`config.mk`:
```
export PLATFORM = sky130hd
export DESIGN_NAME = spi_flash_rd_flat
export DESIGN_NICKNAME = d
export VERILOG_FILES = /design/src/rtl/spi_flash_rd_if.sv /design/src/rtl/spi_flash_rd.sv /design/src/flat_wrapper.sv
export SDC_FILE = /design/constraint.sdc
export NUM_CORES = 1
export LEC_CHECK = 0
export ABC_AREA = 1
export CAP_MARGIN = 20
export CORE_MARGIN = 1
export CORE_UTILIZATION = 41
export DETAILED_ROUTE_END_ITERATION = 10
export HOLD_SLACK_MARGIN = 0.05
export MAX_ROUTING_LAYER = met4
export PLACE_DENSITY = 0.77
export SYNTH_ARGS = -nofsm -noshare
export SYNTH_HDL_FRONTEND = slang
export SYNTH_SLANG_ARGS = --single-unit
```
`constraint.sdc`:
```
create_clock -name clk_i -period 2.2 [get_ports clk_i]
set_input_delay 0.33 -clock clk_i [delete_from_list [all_inputs] [get_ports clk_i]]
set_output_delay 0.33 -clock clk_i [all_outputs]
set_load 0.05 [all_outputs]
```
`src/rtl/spi_flash_rd_if.sv`:
```
// Command/data stream and SPI-peripheral register bus of spi_flash_rd.
// master = reader core, slave = command source, data sink and SPI peripheral.
interface spi_flash_rd_if;
  logic        cmd_valid_i;
  logic        cmd_ready_o;
  logic [23:0] cmd_addr_i;
  logic [7:0]  cmd_len_i;
  logic        data_valid_o;
  logic [7:0]  data_o;
  logic        data_ready_i;
  logic        done_o;
  logic        m_req_valid_o;
  logic [31:0] m_req_addr_o;
  logic [31:0] m_req_value_o;
  logic [3:0]  m_req_wstrb_o;
  logic        m_req_ready_i;
  logic        m_resp_valid_i;
  logic [31:0] m_resp_value_i;

  modport master (
    input  cmd_valid_i, cmd_addr_i, cmd_len_i, data_ready_i,
           m_req_ready_i, m_resp_valid_i, m_resp_value_i,
    output cmd_ready_o, data_valid_o, data_o, done_o,
           m_req_valid_o, m_req_addr_o, m_req_value_o, m_req_wstrb_o
  );

  modport slave (
    output cmd_valid_i, cmd_addr_i, cmd_len_i, data_ready_i,
           m_req_ready_i, m_resp_valid_i, m_resp_value_i,
    input  cmd_ready_o, data_valid_o, data_o, done_o,
           m_req_valid_o, m_req_addr_o, m_req_value_o, m_req_wstrb_o
  );
endinterface

```
`src/rtl/spi_flash_rd.sv`:
```
// SPI flash read sequencer driving a register-mapped SPI peripheral.
// Define SPI_FLASH_FAST_READ_EN for opcode 0x0B plus one dummy byte.
module spi_flash_rd #(
  parameter logic [31:0] SPI_BASE = 32'h0000_0000,
  parameter logic [15:0] CLK_DIV  = 16'd4
) (
  input  logic clk_i,
  input  logic rst_i,
  spi_flash_rd_if.master bus
);
`ifdef SPI_FLASH_FAST_READ_EN
  localparam logic [7:0] OPCODE    = 8'h0B;
  localparam logic [9:0] HDR_BYTES = 10'd5;
`else
  localparam logic [7:0] OPCODE    = 8'h03;
  localparam logic [9:0] HDR_BYTES = 10'd4;
`endif
  localparam logic [7:0] OFF_TX   = 8'h00;
  localparam logic [7:0] OFF_RX   = 8'h04;
  localparam logic [7:0] OFF_CS   = 8'h08;
  localparam logic [7:0] OFF_DIV  = 8'h0C;
  localparam logic [7:0] OFF_STAT = 8'h10;

  typedef enum logic [2:0] {INIT_DIV, IDLE, CS_LOW, TX_WR, POLL, RX_RD, OUT, CS_HIGH} state_t;

  state_t      state_reg;
  logic [23:0] addr_reg;
  logic [9:0]  tx_idx_reg;     // index of the byte currently on the wire
  logic [9:0]  tx_end_reg;     // header bytes + data bytes
  logic        wait_resp_reg;

  logic        req_write;
  logic [7:0]  req_off;
  logic [31:0] req_value;
  logic [7:0]  tx_byte;
  logic        bus_state;
  logic        resp_done;
  logic [8:0]  len_bytes;

  always_comb begin
    tx_byte = 8'hFF;
    case (tx_idx_reg)
      10'd0:   tx_byte = OPCODE;
      10'd1:   tx_byte = addr_reg[23:16];
      10'd2:   tx_byte = addr_reg[15:8];
      10'd3:   tx_byte = addr_reg[7:0];
      default: tx_byte = 8'hFF;
    endcase
    req_write = 1'b1;
    req_off   = OFF_TX;
    req_value = {24'd0, tx_byte};
    bus_state = 1'b1;
    case (state_reg)
      INIT_DIV: begin req_off = OFF_DIV; req_value = {16'd0, CLK_DIV}; end
      CS_LOW:   begin req_off = OFF_CS;  req_value = 32'd0; end
      TX_WR:    ;
      POLL:     begin req_write = 1'b0; req_off = OFF_STAT; req_value = 32'd0; end
      RX_RD:    begin req_write = 1'b0; req_off = OFF_RX;   req_value = 32'd0; end
      CS_HIGH:  begin req_off = OFF_CS;  req_value = 32'd1; end
      default:  bus_state = 1'b0;
    endcase
  end

  assign resp_done = wait_resp_reg && bus.m_resp_valid_i;
  assign len_bytes = (bus.cmd_len_i == 8'd0) ? 9'd256 : {1'b0, bus.cmd_len_i};

  always_ff @(posedge clk_i) begin
    if (rst_i) begin
      state_reg         <= INIT_DIV;
      addr_reg          <= 24'd0;
      tx_idx_reg        <= 10'd0;
      tx_end_reg        <= 10'd0;
      wait_resp_reg     <= 1'b0;
      bus.cmd_ready_o   <= 1'b0;
      bus.data_valid_o  <= 1'b0;
      bus.data_o        <= 8'd0;
      bus.done_o        <= 1'b0;
      bus.m_req_valid_o <= 1'b0;
      bus.m_req_addr_o  <= 32'd0;
      bus.m_req_value_o <= 32'd0;
      bus.m_req_wstrb_o <= 4'd0;
    end else begin
      bus.done_o <= 1'b0;
      // One request in flight: issue, wait for accept, then wait for response.
      if (bus.m_req_valid_o && bus.m_req_ready_i) begin
        bus.m_req_valid_o <= 1'b0;
        wait_resp_reg     <= 1'b1;
      end else if (bus_state && !bus.m_req_valid_o && !wait_resp_reg) begin
        bus.m_req_valid_o <= 1'b1;
        bus.m_req_addr_o  <= SPI_BASE + {24'd0, req_off};
        bus.m_req_value_o <= req_value;
        bus.m_req_wstrb_o <= req_write ? 4'hF : 4'h0;
      end
      if (resp_done) wait_resp_reg <= 1'b0;

      case (state_reg)
        INIT_DIV: if (resp_done) begin
          state_reg       <= IDLE;
          bus.cmd_ready_o <= 1'b1;
        end
        IDLE: if (bus.cmd_valid_i && bus.cmd_ready_o) begin
          addr_reg        <= bus.cmd_addr_i;
          tx_idx_reg      <= 10'd0;
          tx_end_reg      <= HDR_BYTES + {1'b0, len_bytes};
          bus.cmd_ready_o <= 1'b0;
          state_reg       <= CS_LOW;
        end
        CS_LOW: if (resp_done) state_reg <= TX_WR;
        TX_WR:  if (resp_done) state_reg <= POLL;
        POLL: if (resp_done && !bus.m_resp_value_i[0]) begin
          if (tx_idx_reg >= HDR_BYTES) begin
            state_reg <= RX_RD;
          end else begin
            tx_idx_reg <= tx_idx_reg + 10'd1;
            state_reg  <= TX_WR;
          end
        end
        RX_RD: if (resp_done) begin
          bus.data_o       <= bus.m_resp_value_i[7:0];
          bus.data_valid_o <= 1'b1;
          state_reg        <= OUT;
        end
        OUT: if (bus.data_ready_i) begin
          bus.data_valid_o <= 1'b0;
          if (tx_idx_reg + 10'd1 < tx_end_reg) begin
            tx_idx_reg <= tx_idx_reg + 10'd1;
            state_reg  <= TX_WR;
          end else begin
            state_reg <= CS_HIGH;
          end
        end
        CS_HIGH: if (resp_done) begin
          bus.done_o      <= 1'b1;
          bus.cmd_ready_o <= 1'b1;
          state_reg       <= IDLE;
        end
        default: state_reg <= INIT_DIV;
      endcase
    end
  end
endmodule
```
`src/flat_wrapper.sv`:
```
// flat-port wrapper written by rule: the top's interface ports become plain ports
module spi_flash_rd_flat 
#(
  parameter logic [31:0] SPI_BASE = 32'h0000_0000,
  parameter logic [15:0] CLK_DIV  = 16'd4
)
  (clk_i, rst_i, bus_cmd_valid_i, bus_cmd_addr_i, bus_cmd_len_i, bus_data_ready_i, bus_m_req_ready_i, bus_m_resp_valid_i, bus_m_resp_value_i, bus_cmd_ready_o, bus_data_valid_o, bus_data_o, bus_done_o, bus_m_req_valid_o, bus_m_req_addr_o, bus_m_req_value_o, bus_m_req_wstrb_o);
  spi_flash_rd_if bus_i ();
  input  logic clk_i;
  input  logic rst_i;
  input wire logic [$bits(bus_i.cmd_valid_i)-1:0] bus_cmd_valid_i;
  input wire logic [$bits(bus_i.cmd_addr_i)-1:0] bus_cmd_addr_i;
  input wire logic [$bits(bus_i.cmd_len_i)-1:0] bus_cmd_len_i;
  input wire logic [$bits(bus_i.data_ready_i)-1:0] bus_data_ready_i;
  input wire logic [$bits(bus_i.m_req_ready_i)-1:0] bus_m_req_ready_i;
  input wire logic [$bits(bus_i.m_resp_valid_i)-1:0] bus_m_resp_valid_i;
  input wire logic [$bits(bus_i.m_resp_value_i)-1:0] bus_m_resp_value_i;
  output wire logic [$bits(bus_i.cmd_ready_o)-1:0] bus_cmd_ready_o;
  output wire logic [$bits(bus_i.data_valid_o)-1:0] bus_data_valid_o;
  output wire logic [$bits(bus_i.data_o)-1:0] bus_data_o;
  output wire logic [$bits(bus_i.done_o)-1:0] bus_done_o;
  output wire logic [$bits(bus_i.m_req_valid_o)-1:0] bus_m_req_valid_o;
  output wire logic [$bits(bus_i.m_req_addr_o)-1:0] bus_m_req_addr_o;
  output wire logic [$bits(bus_i.m_req_value_o)-1:0] bus_m_req_value_o;
  output wire logic [$bits(bus_i.m_req_wstrb_o)-1:0] bus_m_req_wstrb_o;
  assign bus_i.cmd_valid_i = bus_cmd_valid_i;
  assign bus_i.cmd_addr_i = bus_cmd_addr_i;
  assign bus_i.cmd_len_i = bus_cmd_len_i;
  assign bus_i.data_ready_i = bus_data_ready_i;
  assign bus_i.m_req_ready_i = bus_m_req_ready_i;
  assign bus_i.m_resp_valid_i = bus_m_resp_valid_i;
  assign bus_i.m_resp_value_i = bus_m_resp_value_i;
  assign bus_cmd_ready_o = bus_i.cmd_ready_o;
  assign bus_data_valid_o = bus_i.data_valid_o;
  assign bus_data_o = bus_i.data_o;
  assign bus_done_o = bus_i.done_o;
  assign bus_m_req_valid_o = bus_i.m_req_valid_o;
  assign bus_m_req_addr_o = bus_i.m_req_addr_o;
  assign bus_m_req_value_o = bus_i.m_req_value_o;
  assign bus_m_req_wstrb_o = bus_i.m_req_wstrb_o;
  spi_flash_rd #(.SPI_BASE(SPI_BASE), .CLK_DIV(CLK_DIV)) u_core (.clk_i(clk_i), .rst_i(rst_i), .bus(bus_i));
endmodule
```
== Word level (Yosys, flattened, before mapping) ==
Index checks and enable logic that the tools add are counted.
Widths: inputs -> output; s select.
Cells by class
  add/sub/neg operators: 2
  $mul: 0
  divide/modulo/power cells: 0
  magnitude comparators: 2
  equal/unequal tests: 19
  shift-type cells: 0
  multiplexer cells: 28
  bitwise gates (word level): 2
  reductions and logical operators: 30
Operator list (count)
  $mux 10: 5
  $pmux 8 s4: 1
  $pmux 10 s3: 1
  $mux 3: 9
  $pmux 8 s3: 1
  $pmux 3 s7: 1
  $eq 10x2->1 const B: 2
  $pmux 5 s4: 1
  $ne 2x1->1 const B: 7
  $eq 3x3->1 const B: 4
  $reduce_or 2->1: 6
  $add 10x1->10 const B: 1
  $add 3x9->10 const A: 1
  $eq 10x1->1 const B: 1
  $ge 10x3->1 const B: 1
  $logic_not 10->1: 1
  $lt 10x10->1: 1
  $mux 9: 1
  $logic_not 8->1: 1
  $reduce_and 7->1: 1
  $eq 3x2->1 const B: 2
  $logic_and 1x1->1: 6
  $reduce_and 2->1: 3
  $reduce_and 3->1: 2
  other kinds (13): 23
Word-level totals
  bits in registers: 104
  bits in latches: 0
  bits in writable memories: 0
  ROM bits: 0
  output and inout bits: 80
  memories: 0

== Depth between registers and ports, before layout ==
  depth in word-level cells: 6
  mapped depth: 18
  depth with buffers taken out: 16

== Worst setup path before layout ==
OpenSTA, ideal clock, no wires.
  path kind: register to register
  start: register u_core.tx_idx_reg[1]
  end: register u_core.tx_idx_reg[5]
  library setup time: 142 ps
  arrival: 2027 ps
  required time: 2058 ps
  setup slack: 32 ps
  cell stages (with the launch flop): 16
  buffers on the path: 1
  path through: dfxtp_1 > ha_1 > nand3_1 > inv_1 > nand3_1 > nand2_1 > inv_1 > ha_1 > nand2_1 > nor2_1 > nand3_1 > nand3_1 > nand2_1 > buf_4 > nand3_2 > a21oi_2
Between the ends
  word-level cells in the longest chain between the ends: 4
Ends and longest elaborated chain
  start, declared: RTL line spi_flash_rd.sv:28  | logic [9:0] tx_idx_reg;
  start signal, assigned: RTL line spi_flash_rd.sv:114  | tx_idx_reg <= tx_idx_reg + 10'd1;
  start signal, assigned: RTL line spi_flash_rd.sv:126  | tx_idx_reg <= tx_idx_reg + 10'd1;
  $add 10x1->10: RTL line spi_flash_rd.sv:114, spi_flash_rd.sv:125, spi_flash_rd.sv:126
  $lt 10x10->1 (tied with other cells): RTL line spi_flash_rd.sv:125  | if (tx_idx_reg + 10'd1 < tx_end_reg) begin
  $ne 2x1->1 (no line) (tied with other cells)
  $reduce_and 6->1 (no line) or $pmux 10 s3 (tied branches)
Parallel ways exist; a longest one is shown, timed or not. The select of a mux whose other input is x is not followed.
A chain may end at the register's enable or synchronous reset.

== Final worst setup path ==
  start: register u_core.tx_idx_reg[1]
  end: register u_core.tx_idx_reg[0]
Between the ends
  word-level cells in the longest chain between the ends: 4
Ends and longest elaborated chain (RTL line)
  $add 10x1->10: spi_flash_rd.sv:125
  $lt 10x10->1: spi_flash_rd.sv:125
  $ne 2x1->1 (no line)
  $reduce_and 6->1 (no line) (*)
Mark *: on every way between the ends. The rest lies on a longest branch, timed or not.

==> impl_metrics.json <==
{
  "hp-class": "reg -> reg",
  "power.total_mw": 4.40,
  "fmax_ghz": 0.443,
  "dp_hpwl_um": 7240,
  "cp.arrival_ns": 2.55,
  "drcViolationCount": 0,
  "cts_sinks": 72,
  "r2r_slack_ns": -0.06,
  "path_class": "reg -> reg",
  "worst_path_most_repeated_cell": "nand2_2",
  "synth_edf_count": 0,
  "die_h_um": 104,
  "avgSynthCellArea_um2": 7.06,
  "htreeDepth": 3,
  "nFillCells": 887,
  "required_ns": 2.49,
  "ys_seq_elements": 72,
  "grt_max_degree": 43,
  "fin_crit_ns": 2.26,
  "synth_fa_ha_area_share_pct": 4.38,
  "wl_per_cell_um": 13.1,
  "nets": 782,
  "fin_tns_setup_ns": -0.401,
  "wirelength_um": 10900,
  "worst_hold_slack_ns": 0.457,
  "leakage_nw": 2.42,
  "max_slew_margin_pct": 65.5,
  "synthFlopType": "dfxtp_1",
  "drv_slew": 0,
  "grtUsageMet2_pct": 33.6,
  "drtIter0Drc": 269,
  "rows": 36,
  "io_buffers": 72,
  "gp_congestion": 0.848,
  "crit_fanout": 6,
  "grt_usage_pct": 19.0,
  "slowest_delay_ns": 0.40,
  "initial_core_util_pct": 43.1,
  "cp_cell_sequence": "ha_4 -> nand3_4 -> xor2_2 -> inv_1 -> ha_1 -> nand2_2 -> inv_1 -> nand2_1 -> nand2_1 -> nand2_2 -> nand3_2 -> nand2_2 -> buf_8 -> buf_4 -> nand3_2 -> a21oi_2",
  "status": "finished with violations",
  "grt_setup_unrepaired": "true",
  "coreArea_um2": 9950,
  "grt.busiest_layer": "met2",
  "grt_antenna_before_repair": 0,
  "globalRouteMet3Util_pct": 3.07,
  "final_cell_mix": "93 x nor2_1, 87 x nand2_1, 72 x clkdlybuf4s50_1",
  "setup_viol": 11,
  "worst_pin_slew_ns": 0.515,
  "syn-cell-area_um2": 4290,
  "worst_slack_ns": -0.0567,
  "vias_per_cell": 4.95,
  "largest_reg_flops": 24,
  "startpoint_type": "flip-flop",
  "clk_pin_slew_ns": 0.08,
  "multi_input_area_um2": 2470,
  "grt_pass1_wl_um": 16500,
  "synth_compound_area_share_pct": 12.7,
  "yosys.area_share.simple_pct": 29.6,
  "gr-total-overflow": 0,
  "end_kind": "flip-flop",
  "drt-pass1-iter-count": 6,
  "synth_top_area_share_pct": 33.6,
  "cts_root_buffer": "clkbuf_8",
  "irDropWorstVdd_mv": 0.425,
  "area_delta_synth_final_pct": 29.3,
  "pwr-share-comb_pct": 40.2,
  "slowest_stage": "dfxtp_4",
  "drv_cap": 0,
  "fin_crit_sh_pct": 103,
  "clkPwrFrac_pct": 25.7,
  "ant_nets": 0,
  "grt_pass1_vias": 3765,
  "yosysWarnings": 0,
  "clock_skew_ns": 0.00739,
  "fin_util_pct": 55.7,
  "synth_top_family_by_area": "simple AND/OR/NAND/NOR gates",
  "synthXorXnorAreaFrac_pct": 1.23,
  "layout_commonest_cell": "nor2_1",
  "cts_buffer_depth": 2,
  "violations": "negative setup slack",
  "drive_above_1_share_pct": 20.2,
  "sequentialPowerShare_pct": 34.1,
  "hold_viol": 0,
  "internal-power_mw": 2.48,
  "yosysTopAreaCell": "dfxtp_1",
  "ys_top_cells_by_area": "dfxtp_1 34%, buf_4 10%, nand2_1 9.5%",
  "grt_use_met1_pct": 20.9,
  "synth.area.mux_share_pct": 0,
  "swShare_pct": 43.6,
  "power_density_nw_per_um2": 793,
  "synth_seq_area_share_pct": 33.6,
  "async_reset_ff_share_pct": 0,
  "clock_latency_ns": 0.36,
  "io_pins": 150,
  "dr_total_vias": 4131,
  "synthCells": 607,
  "cts_buffers": 9,
  "die_area_um2": 10900,
  "dieWidth_um": 104,
  "seq_area_um2": 1460,
  "hold_buffers": 0,
  "antennaDiodeCount": 0,
  "p_switching_mw": 1.92,
  "synth.distinct_cells": 37,
  "cts_tree": "done"
}
worst paths after layout:
path,start,end,cells after the start
setup reg to reg,u_core.tx_idx_reg[1]$_SDFFE_PP0P_,u_core.tx_idx_reg[0]$_SDFFE_PP0P_,16
hold reg to reg,u_core.addr_reg[4]$_SDFFE_PP0P_,u_core.addr_reg[4]$_SDFFE_PP0P_,2
hold / removal,u_core.addr_reg[4]$_SDFFE_PP0P_,u_core.addr_reg[4]$_SDFFE_PP0P_,2
setup / recovery,u_core.tx_idx_reg[1]$_SDFFE_PP0P_,u_core.tx_idx_reg[0]$_SDFFE_PP0P_,16
cells in the mapped netlist, types with 4 or more instances:
library cell  count
nand2_1         108
nor2_1           98
dfxtp_1          72
buf_4            59
inv_1            57
o21ai_0          43
a21oi_1          34
nand3_1          32
ha_1             15
clkbuf_1         11
nand3_2          11
a21oi_2          10
nor2_2            6
buf_2             5
nand4_1           5
xor2_1            5
inv_2             4
per-stage QoR:
stage / instances / worst slack (ns) / area [um2]
2_1_floorplan: 659 / 0.0315 / 4480
3_3_place_gp: 812 / -0.0673 / 5040
3_5_place_dp: 812 / -0.178 / 5040
4_1_cts: 829 / 0.00454 / 5300
5_1_grt: 835 / -0.133 / 5540
6_report: 835 / -0.0567 / 5540
layout make-up:
cell class                      instances  share of cell area, %
Multi-Input combinational cell        446                   44.6
Sequential cell                        72                   26.2
Timing Repair Buffer                  107                   18.1
Inverter                               61                   4.18
Tap cell                              133                   3.00
Clock buffer                           10                   2.48
Clock inverter                          6                   1.38
cell families (layout without fill, tap and decap cells):
logic type,Yosys count,count (layout)
buffers and inverters,142,184
AOI/OAI and AO/OA,96,96
DFF,72,72
adders and majority gates,15,15
other,1,53
and+or+nand+nor,275,276
xor gates and xnor gates,6,6
layer usage:
layer,part of all wire (%),vias up
met2,52,173
met4,3.2,0
met3,5.0,44
met5,0,-
li1,-,2011
met1,39,1903
critical path: cells and delay by family, from the launching register on:
kind | cells | cell delay, ns
AO/OA/AOI/OAI | 1 | 0.13
XOR/XNOR | 1 | 0.19
adder cells (fa/ha/maj) | 2 | 0.45
buffers and inverters | 4 | 0.38
flip-flops | 1 | 0.40
AND/OR/NAND/NOR | 8 | 0.65
power groups by stage:
stage / Combinational, mW / Clock (mW) / Sequential [mW]
final: 1.77 / 1.13 / 1.50
after global routing: 1.87 / 1.21 / 1.51
after CTS: 1.66 / 1.14 / 1.50
after detailed placement: 1.63 / 0 / 1.53
after global placement: 1.61 / 0 / 1.52
after floorplan: 1.18 / 0 / 1.71
what timing repair did:
item,4_1_cts,5_1_grt
buffers inserted,1,5
pin swaps,2,17
gates resized for setup,13,49
cloned,0,1
setup endpoints to repair,11,11
No activity file was read; power rests on OpenSTA's default activity.
